==> config.mk <==
export PLATFORM = sky130hd
export DESIGN_NAME = crc5_usb_receiver
export DESIGN_NICKNAME = d
export VERILOG_FILES = /design/src/rtl/crc5_usb_pkg.sv /design/src/rtl/crc5_usb_lfsr.sv /design/src/rtl/crc5_usb_receiver.sv
export SDC_FILE = /design/constraint.sdc
export NUM_CORES = 1
export LEC_CHECK = 0
export BUFFER_PORTS_ARGS = -buffer_cell sky130_fd_sc_hd__buf_2
export CORE_MARGIN = 2
export CORE_UTILIZATION = 55
export CTS_CLUSTER_SIZE = 24
export DETAILED_ROUTE_END_ITERATION = 12
export PLACE_DENSITY = 0.77
export SYNTH_ARGS = -nofsm -noshare
export SYNTH_HDL_FRONTEND = slang
export SYNTH_SLANG_ARGS = --single-unit
==> constraint.sdc <==
create_clock -name clk -period 2.2 [get_ports clk]
set_input_delay 0.55 -clock clk [delete_from_list [all_inputs] [get_ports clk]]
set_output_delay 0.55 -clock clk [all_outputs]
set_load 0.02 [all_outputs]
==> src/rtl/crc5_usb_pkg.sv <==
// CRC-5-USB shared definitions for the serial receiver and transmitter.
// Latency: n/a (constants and a combinational helper). Backpressure: n/a.
// Frame layout: D0..D10 carry the data MSB first, then C0..C4 carry the inverted CRC.
package crc5_usb_pkg;

  localparam int DATA_W  = 11;
  localparam int CRC_W   = 5;
  localparam int FRAME_W = 16;

  localparam logic [CRC_W-1:0] CRC5_POLY     = 5'b00101;
  localparam logic [CRC_W-1:0] CRC5_INIT     = 5'b11111;
  localparam logic [CRC_W-1:0] CRC5_RESIDUAL = 5'b01100;

  typedef enum logic [3:0] {
    ST_D0, ST_D1, ST_D2, ST_D3, ST_D4, ST_D5, ST_D6, ST_D7,
    ST_D8, ST_D9, ST_D10, ST_C0, ST_C1, ST_C2, ST_C3, ST_C4
  } frame_state_t;

  // One MSB-first Galois step of x^5+x^2+1.
  function automatic logic [CRC_W-1:0] crc5_step(input logic [CRC_W-1:0] crc,
                                                 input logic             b);
    logic fb;
    fb = crc[CRC_W-1] ^ b;
    return {crc[CRC_W-2:0], 1'b0} ^ (fb ? CRC5_POLY : {CRC_W{1'b0}});
  endfunction

endpackage

==> src/rtl/crc5_usb_lfsr.sv <==
// CRC-5-USB bit-serial register: shifts one bit per enabled cycle, seed restarts from INIT.
// Latency: crc_next is combinational, crc updates on the enabled edge. Backpressure: en=0 holds.
// clr reloads INIT on the enabled edge that closes a frame.
module crc5_usb_lfsr
  import crc5_usb_pkg::*;
(
  input  logic             clk,
  input  logic             rst,
  input  logic             en,
  input  logic             seed,
  input  logic             clr,
  input  logic             in,
  output logic [CRC_W-1:0] crc,
  output logic [CRC_W-1:0] crc_next
);

  logic [CRC_W-1:0] base;

  assign base     = seed ? CRC5_INIT : crc;
  assign crc_next = crc5_step(base, in);

  always_ff @(posedge clk or posedge rst) begin
    if (rst) begin
      crc <= CRC5_INIT;
    end else if (en) begin
      crc <= clr ? CRC5_INIT : crc_next;
    end
  end

endmodule

==> src/rtl/crc5_usb_receiver.sv <==
// CRC-5-USB frame receiver: deserialises 11 data bits and checks the 16-bit frame residual.
// Latency: data_valid is registered on the edge that samples bit 16. Backpressure: in_valid=0 stalls.
// Optional CRC5_RX_ERRCNT_EN adds a saturating err_count output of ERR_CNT_W bits.
module crc5_usb_receiver
  import crc5_usb_pkg::*;
#(
  parameter int ERR_CNT_W = 8
) (
  input  logic              clk,
  input  logic              rst,
  input  logic              in,
  input  logic              in_valid,
  input  logic              frame_start,
  output logic [DATA_W-1:0] data,
  output logic              data_valid,
  output logic              crc_ok,
  output logic              crc_err
`ifdef CRC5_RX_ERRCNT_EN
  ,
  output logic [ERR_CNT_W-1:0] err_count
`endif
);

  frame_state_t      state;
  logic [DATA_W-1:0] shreg;
  logic [CRC_W-1:0]  crc_q;
  logic [CRC_W-1:0]  crc_next;
  logic              last_bit;
  logic              residual_ok;

  // A restart on the C4 bit wins, so completion needs frame_start low.
  assign last_bit    = in_valid && !frame_start && (state == ST_C4);
  assign residual_ok = (crc_next == CRC5_RESIDUAL);

  crc5_usb_lfsr u_lfsr (
    .clk      (clk),
    .rst      (rst),
    .en       (in_valid),
    .seed     (frame_start),
    .clr      (last_bit),
    .in       (in),
    .crc      (crc_q),
    .crc_next (crc_next)
  );

  always_ff @(posedge clk or posedge rst) begin
    if (rst) begin
      state      <= ST_D0;
      shreg      <= '0;
      data       <= '0;
      data_valid <= 1'b0;
      crc_ok     <= 1'b0;
      crc_err    <= 1'b0;
    end else begin
      data_valid <= 1'b0;
      crc_ok     <= 1'b0;
      crc_err    <= 1'b0;
      if (in_valid) begin
        if (frame_start) begin
          state <= ST_D1;
          shreg <= {{(DATA_W-1){1'b0}}, in};
        end else if (state == ST_C4) begin
          state      <= ST_D0;
          data       <= shreg;
          data_valid <= 1'b1;
          crc_ok     <= residual_ok;
          crc_err    <= !residual_ok;
        end else begin
          state <= frame_state_t'(state + 4'd1);
          if (state <= ST_D10) begin
            shreg <= {shreg[DATA_W-2:0], in};
          end
        end
      end
    end
  end

`ifdef CRC5_RX_ERRCNT_EN
  always_ff @(posedge clk or posedge rst) begin
    if (rst) begin
      err_count <= '0;
    end else if (last_bit && !residual_ok && (err_count != {ERR_CNT_W{1'b1}})) begin
      err_count <= err_count + 1'b1;
    end
  end
`endif

endmodule

## Word level (Yosys, flattened, before mapping)

Index checks and enable logic that the tools add are counted.

- $add $sub $neg: 1
- Reduce and logical (&&, ||, !) cells: 7
- $lt $le $gt $ge: 1
- Equal/unequal tests: 3
- Bitwise operators: 3
- Multiplexer cells: 17

Operator list:

| kind | number |
|---|---|
| $mux W11 | 3 |
| $mux W5 | 2 |
| $mux W1 | 9 |
| $mux W4 | 2 |
| $reduce_and A3 Y1 | 2 |
| $eq A5 B4 Y1 const B | 1 |
| $xor A5 B5 Y5 | 1 |
| $add A4 B1 Y4 const B | 1 |
| $eq A4 B4 Y1 const B | 1 |
| $le A4 B4 Y1 const B | 1 |
| $mux W3 | 1 |
| $logic_and A1 B1 Y1 | 2 |
| $logic_not A1 Y1 | 2 |
| $ne A2 B2 Y1 const B | 1 |
| $reduce_bool A2 Y1 | 1 |
| $not A1 Y1 | 1 |
| $xor A1 B1 Y1 | 1 |

- Word-level logic and storage cells: 39
- Register bits: 34
- Output and inout bits: 14
- Bits of input ports: 5

## Depth between registers and ports, before layout

Gate-level depths: netlist (run 1).

- Depth after elaboration: 9
- Depth in mapped cells: 7

## Cells and area by module

From an unflattened synthesis (run 1), not the netlist that was laid out.

- Cells, all modules: 115
- Area total of the unflattened synthesis: 1510.2 um^2

Modules (own cells, without submodules):

| module | sequential area each (um^2) | instances | cells an instance | area an instance (um^2) |
|---|---|---|---|---|
| crc5_usb_receiver | 725.7 | 1 | 85 | 1246.2 |
| crc5_usb_lfsr | 131.4 | 1 | 30 | 264.0 |

## Worst setup path before layout (run 1)

OpenSTA, ideal clock, no wires.

- Path kind: input to register
- Start point: in frame_start
- End point: reg data[0]
- Setup time: 0.125 ns
- Arrival time: 1.589 ns
- Data required time: 2.075 ns
- Setup slack: 0.487 ns
- Stages: 5
- Path through: buf_6 -> nand2b_1 -> nor2_2 -> buf_4 -> mux2_2

- Cells in the longest elaborated chain, start to end: 2

RTL lines:

| element | line | source |
|---|---|---|
| start, declared | crc5_usb_receiver.sv:13 | `input logic frame_start,` |
| $not A1 Y1 (no source line) | -- |  |
| $reduce_and A3 Y1 (no source line) | -- |  |
| end signal, assigned | crc5_usb_receiver.sv:64 | `data <= shreg;` |
| end, declared | crc5_usb_receiver.sv:14 | `output logic [DATA_W-1:0] data,` |

No other way between the ends.
A chain may end at the register's enable or synchronous reset.

## Worst setup path after layout (run 1)

- Start point: reg state[1]
- End point: reg data[7]

- Cells in the longest elaborated chain, start to end: 2

RTL lines:

| element | line | source |
|---|---|---|
| start, declared | crc5_usb_receiver.sv:24 | `frame_state_t state;` |
| start signal, assigned | crc5_usb_receiver.sv:69 | `state <= frame_state_t'(state + 4'd1);` |
| $eq A4 B4 Y1 | crc5_usb_receiver.sv:62 | `end else if (state == ST_C4) begin` |
| $reduce_and A3 Y1 (no source line) | -- |  |

No other way between the ends.

==> results of run 1 <==
==> cell usage after synthesis (2+ instances only) <==
master / instances
o21ai_1: 2
dfrtp_1: 29
mux2_2: 7
nand2_1: 6
clkbuf_1: 2
o22a_1: 3
nor2_1: 2
inv_1: 4
a22o_1: 10
ha_1: 2
o21ai_0: 8
dfstp_2: 5
mux2_1: 5
==> worst max path at each step <==
stage / start / to / depth (start not counted)
finish: state[1] / data[7] / 5
global route: state[1] / data[8] / 5
CTS: state[1] / data[9] / 5
detailed placement: frame_start / data[7] / 5
global placement: frame_start / data[9] / 5
floorplan: frame_start / data[0] / 5
==> registers in the layout (all words and copies together), names as in the netlist <==
name        count
shreg          11
crc_err         1
crc_ok          1
data_valid      1
u_lfsr.crc      5
data           11
state           4
==> logic make-up (layout without fill, tap and decap cells) <==
group                      Yosys count  after routing  synth area share [%]
and+or+nand+nor                     17             17                  7.30
AOI/OAI and AO/OA                   28             28                  14.1
buffers and inverters                9             33                  3.33
muxes                               13             13                  10.5
DFF                                 34             34                  61.7
xor gates and xnor gates             2              2                  1.26
adders and majority gates            2              2                  1.80
==> layout make-up <==
class                           instances  area share (%)
Clock inverter                          1           0.319
Inverter                                4           0.958
Tap cell                               30            2.39
Multi-Input combinational cell         62            31.0
Timing Repair Buffer                   21            7.18
Sequential cell                        34            54.7
Clock buffer                            7            3.51
==> power by group through the flow <==
stage	Clock [mW]	Combinational [mW]	Sequential (mW)
2_1_floorplan	0	0.0700	0.693
4_1_cts	0.357	0.0889	0.689
6_report	0.350	0.0871	0.689
3_5_place_dp	0	0.0890	0.700
3_3_place_gp	0	0.0851	0.699
5_1_grt	0.389	0.100	0.693
==> per-stage QoR <==
| stage | instance area (um^2) | total power [mW] | utilization [%] | setup WS, ps | cells |
|---|---|---|---|---|---|
| after floorplan | 1390 | 0.763 | - | 487 | 105 |
| after global placement | 1510 | 0.784 | 62.0 | 461 | 151 |
| after detailed placement | 1510 | 0.789 | 62.0 | 409 | 151 |
| after CTS | 1570 | 1.14 | 64.5 | 498 | 159 |
| after global routing | 1570 | 1.18 | 64.5 | 371 | 159 |
| final | 1570 | 1.13 | 64.5 | 493 | 159 |
==> per-layer routing <==
metal	part of all wire [%]	wire [um]	vias up
met2	48	1130	21
met3	4.9	114	7
li1	-	-	422
met1	45	1040	455
met5	0	0	-
met4	2.1	49	0
==> critical path: cells and delay by family, from the launching register on <==
kind / cells / cell delay [ps]
adder cells (fa/ha/maj): 1 / 260
flip-flops: 1 / 420
buffers and inverters: 1 / 230
AND/OR/NAND/NOR: 2 / 330
multiplexers: 1 / 360
==> impl_metrics.env, run 1 <==
export IMPL_synth_edff_count=0
export IMPL_dr_pass1_iters=4
export IMPL_synthTopCellsByArea="dfrtp_1, dfstp_2, a22o_1, mux2_2, mux2_1"
export IMPL_slowest_stage="dfrtp_1"
export IMPL_seqPwrFrac_pct=61.2
export IMPL_start_util_pct=57.1
export IMPL_register_area_um2=857
export IMPL_layout_commonest_cell="dfrtp_1"
export IMPL_antenna_left=0
export IMPL_yosysSeqAreaShare_pct=61.7
export IMPL_ys_ff_latch=34
export IMPL_timing_fmax_mhz=586
export IMPL_die_h_um=54.3
export IMPL_leakagePower_nw=0.803
export IMPL_crit_fanout=14
export IMPL_synth_top_cell_by_area="dfrtp_1"
export IMPL_synth_top_area_share_pct=52.3
export IMPL_hold_ws_ps=287
export IMPL_drcViolationCount=0
export IMPL_status="finished clean"
export IMPL_hp_class="in -> async"
export IMPL_drive_gt1_share_pct=34.1
export IMPL_dp_hpwl_um=1670
export IMPL_fin_crit_ps=1710
export IMPL_tightestPinTransition_ps=411
export IMPL_clkSlewWorstSetupHoldPaths_ps=100
export IMPL_layout_common_cells="dfrtp_1, buf_2, a22o_1"
export IMPL_rsz0062_at_grt="no"
export IMPL_worstPathArrival_ps=1930
export IMPL_netlist_area_um2=1390
export IMPL_root_buffer="clkbuf_4"
export IMPL_synth_cell_types=33
export IMPL_setup_violations=0
export IMPL_insertion_delay_ps=330
export IMPL_worstPathCellList="ha_1 -> nand3_1 -> nor2_2 -> buf_4 -> mux2_2"
export IMPL_dieArea_um2=2940
export IMPL_multi_input_area_um2=485
export IMPL_grt_pass1_wl_um=3800
export IMPL_grt_use_total_pct=19.0
export IMPL_maxCapViolCount=0
export IMPL_design_portCount=19
export IMPL_finalMaxSlewViolations=0
export IMPL_cts_setup_buffers=0
export IMPL_syn_area_per_cell_um2=13.2
export IMPL_grt_max_degree=35
export IMPL_drtIter0Drc=22
export IMPL_syn_inst=105
export IMPL_regToRegStartpoint="state[1]"
export IMPL_async_reset_ff_share_pct=100
export IMPL_r2r_slack_ps=490
export IMPL_gp_congestion=0.783
export IMPL_cts_sinks=34
export IMPL_p_per_area_nw_per_um2=718
export IMPL_reg2reg_to="data[7]"
export IMPL_cp_start_kind="flop"
export IMPL_grt_busiest_layer="met2"
export IMPL_cp_slowest_stage_delay_ps=420
export IMPL_htreeDepth=2
export IMPL_hold_viol_final=0
export IMPL_power_switching_mw=0.273
export IMPL_synth_ff_type="dfrtp_1"
export IMPL_rows=18
export IMPL_cts_tree="done"
export IMPL_p_int_mw=0.853
export IMPL_grt_pass1_vias=841
export IMPL_routed_wl_um=2330
export IMPL_die_w_um=54.3
export IMPL_core_region_area_um2=2430
export IMPL_finalClockSkew_ps=6.31
export IMPL_nets=135
export IMPL_vias_per_cell=5.69
export IMPL_n_antenna_cell=0
export IMPL_ctsHoldBuffers=0
export IMPL_peakVddDrop_mv=0.501
export IMPL_p_clk_share_pct=31.1
export IMPL_yosysWarnings=0
export IMPL_relSlewSlack_pct=72.6
export IMPL_use_met2_pct=27.7
export IMPL_syn_nets=112
export IMPL_port_buffers=18
export IMPL_wire_per_inst_um=14.7
export IMPL_clock_path_buffers=2
export IMPL_swShare_pct=24.3
export IMPL_worst_setup_path_type="reg -> reg"
export IMPL_layout_worst_path_cycle_share_pct=77.6
export IMPL_grt_util_met1_pct=25.0
export IMPL_cts_resized=0
export IMPL_use_met3_pct=5.74
export IMPL_cp_end_kind="flop"
export IMPL_p_comb_share_pct=7.7
export IMPL_syn_to_final_growth_pct=12.9
export IMPL_fill_cells=196
export IMPL_num_vias=905
export IMPL_required_ps=2420
export IMPL_grt_overflow=0
export IMPL_tns_ps=0
export IMPL_reg2regPathDepth=5
export IMPL_antenna_found_initial=0
export IMPL_numCtsBuffers=5
(Power assumes the default switching activity.)
==> inputs of run 2 (changes only) <==
--- a/config.mk
+++ b/config.mk
@@ -7,10 +7,10 @@
 export LEC_CHECK = 0
 export BUFFER_PORTS_ARGS = -buffer_cell sky130_fd_sc_hd__buf_2
 export CORE_MARGIN = 2
-export CORE_UTILIZATION = 55
+export CORE_UTILIZATION = 50
 export CTS_CLUSTER_SIZE = 24
 export DETAILED_ROUTE_END_ITERATION = 12
-export PLACE_DENSITY = 0.77
+export PLACE_DENSITY = 0.74
 export SYNTH_ARGS = -nofsm -noshare
 export SYNTH_HDL_FRONTEND = slang
 export SYNTH_SLANG_ARGS = --single-unit
==> constraint.sdc (replaced) <==
create_clock -name clk -period 1.4 [get_ports clk]
set_input_delay 0.35 -clock clk [delete_from_list [all_inputs] [get_ports clk]]
set_output_delay 0.35 -clock clk [all_outputs]
set_load 0.02 [all_outputs]
==> run 2 against run 1 <==
Compared with the run above: the flow now finishes with violations (negative setup slack); critical path type unchanged; maximum frequency increased by 16%; sequential share of layout area decreased by 7.3 points; combinational power increased by 130%; cell area increased by 15%; via count increased by 7.0%; worst hold slack got worse by 280 ps; sequential power increased by 58%; final cell count increased by 9.4%; clock-buffer cell count decreased by 1.
==> impl_metrics.env, run 2 (synthesis gave the netlist of run 1 again) <==
export IMPL_status="finished with violations"
export IMPL_violations="negative setup slack"
export IMPL_grt_pass1_vias=953
export IMPL_final_util_pct=67.4
export IMPL_clkSlewWorstSetupHoldPaths_ps=100
export IMPL_slowest_stage="dfrtp_1"
export IMPL_maxCapViolCount=0
export IMPL_layout_commonest_cell="dfrtp_1"
export IMPL_nets=149
export IMPL_grt_max_degree=24
export IMPL_dr_pass1_iters=4
export IMPL_layout_common_cells="dfrtp_1, buf_2, buf_4"
export IMPL_worstPathCellList="inv_1 -> ha_2 -> nor2b_2 -> o21ai_2 -> o21ai_2 -> mux2_4"
export IMPL_num_vias=968
export IMPL_power_switching_mw=0.477
export IMPL_grt_overflow=0
export IMPL_worst_setup_path_type="reg -> reg"
export IMPL_start_util_pct=51.7
export IMPL_insertion_delay_ps=340
export IMPL_fin_crit_ps=1480
export IMPL_p_comb_share_pct=11.2
export IMPL_swShare_pct=26.4
export IMPL_ctsHoldBuffers=0
export IMPL_dieArea_um2=3220
export IMPL_setup_ws_ps=-76.4
export IMPL_leakagePower_nw=0.895
export IMPL_seqPwrFrac_pct=60.5
export IMPL_root_buffer="clkbuf_4"
export IMPL_port_buffers=18
export IMPL_finalMaxSlewViolations=0
export IMPL_relSlewSlack_pct=81.8
export IMPL_worstPathArrival_ps=1700
export IMPL_die_w_um=56.7
export IMPL_setup_violations=24
export IMPL_hp_class="in -> async"
export IMPL_peakVddDrop_mv=0.827
export IMPL_hold_viol_final=0
export IMPL_drive_gt1_share_pct=51.7
export IMPL_cts_sinks=34
export IMPL_layout_worst_path_cycle_share_pct=105
export IMPL_routed_wl_um=2670
export IMPL_design_portCount=19
export IMPL_drtIter0Drc=21
export IMPL_rsz0062_at_grt="yes"
export IMPL_multi_input_area_um2=597
export IMPL_p_int_mw=1.33
export IMPL_cp_slowest_stage_delay_ps=410
export IMPL_drcViolationCount=0
export IMPL_cp_top_family="flip-flops"
export IMPL_cp_start_kind="flop"
export IMPL_n_antenna_cell=0
export IMPL_crit_fanout=4
export IMPL_htreeDepth=2
export IMPL_cpMostUsedCell="o21ai_2"
export IMPL_gp_congestion=0.784
export IMPL_fill_cells=200
export IMPL_dp_hpwl_um=1920
export IMPL_antenna_left=0
export IMPL_cp_end_kind="flop"
export IMPL_hold_ws_ps=7.24
export IMPL_required_ps=1620
export IMPL_vias_per_cell=5.56
export IMPL_reg_top3="data x11, shreg x11, u_lfsr.crc x5"
export IMPL_timing_fmax_mhz=677
export IMPL_grt_pass1_wl_um=4580
export IMPL_cts_tree="done"
export IMPL_antenna_found_initial=0
export IMPL_tightestPinTransition_ps=273
export IMPL_numCtsBuffers=5
export IMPL_p_clk_share_pct=28.3
export IMPL_core_region_area_um2=2690
export IMPL_finalClockSkew_ps=12.6
export IMPL_register_area_um2=858
export IMPL_clock_path_buffers=2
export IMPL_grt_use_total_pct=19.1
export IMPL_syn_to_final_growth_pct=30.4
export IMPL_die_h_um=56.7
export IMPL_rows=19
export IMPL_wire_per_inst_um=15.3
export IMPL_p_per_area_nw_per_um2=998
export IMPL_path_buf_inv=1
==> run 2: changes by cell type in the layout (fill, tap and decap cells not counted), moves of 2 or more <==
cell     before  now
mux2_4        0   12
buf_4         3   13
mux2_2        7    0
mux2_1        5    0
buf_12        0    2
buf_6         0    2
ha_1          2    0
o21ai_0       8    6
o21ai_2       0    2
==> run 2: what timing repair did <==
| action | CTS | global route |
|---|---|---|
| hold endpoints to repair | 0 | 0 |
| setup buffers | 2 | 1 |
| setup endpoints to repair | 24 | 26 |
| gates resized for setup | 4 | 14 |
| pin swaps | 2 | 1 |
==> run 2: routing by layer <==
metal / part of all wire, % / wire length, um / global-route usage, % / up-vias
li1: - / - / - / 452
met1: 44 / 1170 / 24.2 / 482
met2: 50 / 1320 / 30.6 / 28
met3: 4.8 / 129 / 6.22 / 6
met4: 1.6 / 42 / 7.14 / 0
met5: 0 / 0 / 0 / -
==> run 2: worst paths after layout <==
path / depth (start not counted) / slack, ps / end / start
worst max-delay path: 6 / -80 / shreg[0] / state[0]
worst min-delay path: 3 / 7 / data[3] / rst
worst max register to register: 6 / -80 / shreg[0] / state[0]
worst min register to register: 1 / 520 / data[7] / data[7]
max in group asynchronous: 3 / 1110 / state[1] / rst
min in group clk: 2 / 310 / shreg[0] / in
==> run 2: per-stage QoR <==
stage               TNS (ps)  setup slack [ps]  area [um^2]  std cells  power, mW
global placement        -496             -50.3         1680        163       1.27
CTS                    -1620             -90.2         1750        173       1.81
detailed placement     -1550              -133         1680        163       1.29
finish                  -952             -76.4         1810        174       1.81
global route           -2570              -135         1810        174       1.90
floorplan               -307             -39.5         1460        105       1.22
==> run 2: layout make-up <==
cell class	instances	area share, %
clock buffers	6	2.28
clock inverters	2	0.553
inverters	4	0.829
multi-input cells	62	33.0
flip-flops and latches	34	47.4
well taps	31	2.14
repair buffers	35	13.8
==> run 2: power groups by stage <==
| stage | Clock [mW] | Combinational [mW] | Sequential [mW] |
|---|---|---|---|
| 6_report | 0.511 | 0.203 | 1.09 |
| 5_1_grt | 0.580 | 0.226 | 1.10 |
| 4_1_cts | 0.525 | 0.194 | 1.09 |
| 3_5_place_dp | 0 | 0.183 | 1.11 |
| 3_3_place_gp | 0 | 0.172 | 1.10 |
| 2_1_floorplan | 0 | 0.120 | 1.10 |
==> run 2: worst reg2reg max path, delay by kind of cell, from the launching register on <==
family | cells | cell delay, ps
flops | 1 | 410
mux | 1 | 320
compound gates | 2 | 250
fa+ha+maj | 1 | 190
simple gates | 1 | 130
buf+inv | 1 | 80
==> inputs of run 3 (changes only) <==
--- a/config.mk
+++ b/config.mk
@@ -7,10 +7,10 @@
 export LEC_CHECK = 0
 export BUFFER_PORTS_ARGS = -buffer_cell sky130_fd_sc_hd__buf_2
 export CORE_MARGIN = 2
-export CORE_UTILIZATION = 50
+export CORE_UTILIZATION = 59
 export CTS_CLUSTER_SIZE = 24
 export DETAILED_ROUTE_END_ITERATION = 12
-export PLACE_DENSITY = 0.74
+export PLACE_DENSITY = 0.82
 export SYNTH_ARGS = -nofsm -noshare
 export SYNTH_HDL_FRONTEND = slang
 export SYNTH_SLANG_ARGS = --single-unit
==> constraint.sdc (replaced) <==
create_clock -name clk -period 1.9 [get_ports clk]
set_input_delay 0.475 -clock clk [delete_from_list [all_inputs] [get_ports clk]]
set_output_delay 0.475 -clock clk [all_outputs]
set_load 0.02 [all_outputs]
==> run 3 against run 2 <==
Compared with the run above: the flow now finishes without violations; cell area fell by 13%; worst hold slack improved by 220 ps; maximum frequency fell by 12%; critical path type unchanged; largest cell class unchanged.
==> impl_metrics.env, run 3 (synthesis gave the netlist of run 1 again) <==
export IMPL_finalMaxSlewViolations=0
export IMPL_clock_path_buffers=2
export IMPL_gp_congestion=0.890
export IMPL_layout_common_cells="dfrtp_1, buf_2, a22o_1"
export IMPL_tightestPinTransition_ps=399
export IMPL_antenna_found_initial=0
export IMPL_cp_slowest_stage_delay_ps=430
export IMPL_n_antenna_cell=0
export IMPL_ctsHoldBuffers=0
export IMPL_timing_fmax_mhz=598
export IMPL_top_layer="met4"
export IMPL_worstPathCellList="ha_1 -> nand3_1 -> nor2_2 -> buf_4 -> mux2_1"
export IMPL_rsz0062_at_grt="no"
export IMPL_reg_top3="data x11, shreg x11, u_lfsr.crc x5"
export IMPL_maxCapViolCount=0
export IMPL_cts_tree="done"
export IMPL_dr_pass1_iters=4
export IMPL_final_util_pct=71.4
export IMPL_setup_violations=0
export IMPL_grt_use_total_pct=21.1
export IMPL_regToRegStartpoint="state[1]"
export IMPL_hold_viol_final=0
export IMPL_peakVddDrop_mv=0.646
export IMPL_insertion_delay_ps=320
export IMPL_cts_sinks=34
export IMPL_path_buf_inv=1
export IMPL_cp_start_kind="flop"
export IMPL_routed_wl_um=2360
export IMPL_dieArea_um2=2760
export IMPL_start_util_pct=62.8
export IMPL_finalClockSkew_ps=11.1
export IMPL_crit_fanout=10
export IMPL_antenna_left=0
export IMPL_cts_setup_buffers=0
export IMPL_wl_met1_um=1000
export IMPL_slowest_stage="dfrtp_1"
export IMPL_num_vias=897
export IMPL_die_w_um=52.5
export IMPL_root_buffer="clkbuf_4"
export IMPL_critPathLaunch="state[1]"
export IMPL_htreeDepth=2
export IMPL_numCtsBuffers=5
export IMPL_nets=137
export IMPL_required_ps=2100
export IMPL_wl_met3_um=98
export IMPL_rows=17
export IMPL_grt_pass1_wl_um=4020
export IMPL_layout_commonest_cell="dfrtp_1"
export IMPL_tns_ps=0
export IMPL_grt_max_degree=35
export IMPL_layout_worst_path_cycle_share_pct=88.0
export IMPL_cp_end_kind="flop"
export IMPL_cts_resized=0
export IMPL_grt_overflow=0
export IMPL_fin_crit_ps=1670
export IMPL_die_h_um=52.5
export IMPL_grt_pass1_vias=884
export IMPL_drcViolationCount=0
export IMPL_port_buffers=18
export IMPL_wl_met2_um=1200
export IMPL_relSlewSlack_pct=73.4
export IMPL_p_per_area_nw_per_um2=826
export IMPL_dp_hpwl_um=1750
export IMPL_status="finished clean"
export IMPL_vias_per_cell=5.64
export IMPL_hp_class="in -> async"
export IMPL_drtIter0Drc=17
export IMPL_cp_top_family="flip-flops"
export IMPL_worst_setup_path_type="reg -> reg"
export IMPL_design_portCount=19
export IMPL_leakagePower_nw=0.814
export IMPL_syn_to_final_growth_pct=13.8
export IMPL_worstPathArrival_ps=1870
export IMPL_drive_gt1_share_pct=35.1
export IMPL_wire_per_inst_um=14.9
export IMPL_clkSlewWorstSetupHoldPaths_ps=110
export IMPL_core_region_area_um2=2210
export IMPL_r2r_slack_ps=230
==> run 3: cell count changes in the layout (fill, tap and decap cells not counted), sizes merged <==
cell	delta
buf	-12
clkinv	-1
clkbuf	+1
==> run 3: worst paths after layout <==
| check | to | cells after the start |
|---|---|---|
| setup / recovery | data[3] | 5 |
| hold / removal | state[1] | 3 |
| setup reg to reg | data[3] | 5 |
| hold reg to reg | data[2] | 1 |
| max in group asynchronous | u_lfsr.crc[1] | 3 |
| min in group clk | shreg[0] | 2 |
==> run 3: final cells by class <==
| class | instances | area (um^2) |
|---|---|---|
| inverter | 4 | 15.0 |
| multi-input combinational | 62 | 485 |
| timing repair buffer | 23 | 128 |
| sequential | 34 | 857 |
| clock buffer | 7 | 55.1 |
| clock inverter | 1 | 5.00 |
| tap | 28 | 35.0 |
| fill | 160 | 632 |
==> run 3: through the flow <==
stage	hold slack, ps	power, mW	area (um^2)	cells	worst slack (ps)
final	226	1.31	1580	159	227
after global routing	270	1.36	1580	159	117
after CTS	245	1.31	1580	159	230
after detailed placement	480	0.916	1520	151	205
after global placement	464	0.909	1520	151	224
after floorplan	467	0.884	1390	105	262
==> run 3: power breakdown <==
group          internal, mW  switching, mW  leakage, nW  total, mW
sequential            0.766         0.0323        0.450      0.798
combinational        0.0437         0.0604        0.329      0.104
clock                 0.179          0.224       0.0353      0.403
==> run 3: worst register-to-register path, cell delays in order (launching register included) <==
cell     delay [ps]
dfrtp_1         430
ha_1            250
nand3_1         180
nor2_2          150
buf_4           200
mux2_1          350
==> run 3: routing by layer <==
metal	vias to the layer above	global-route usage, %
li1	426	-
met5	-	0
met3	6	6.86
met1	444	26.1
met4	0	10.3
met2	21	33.1
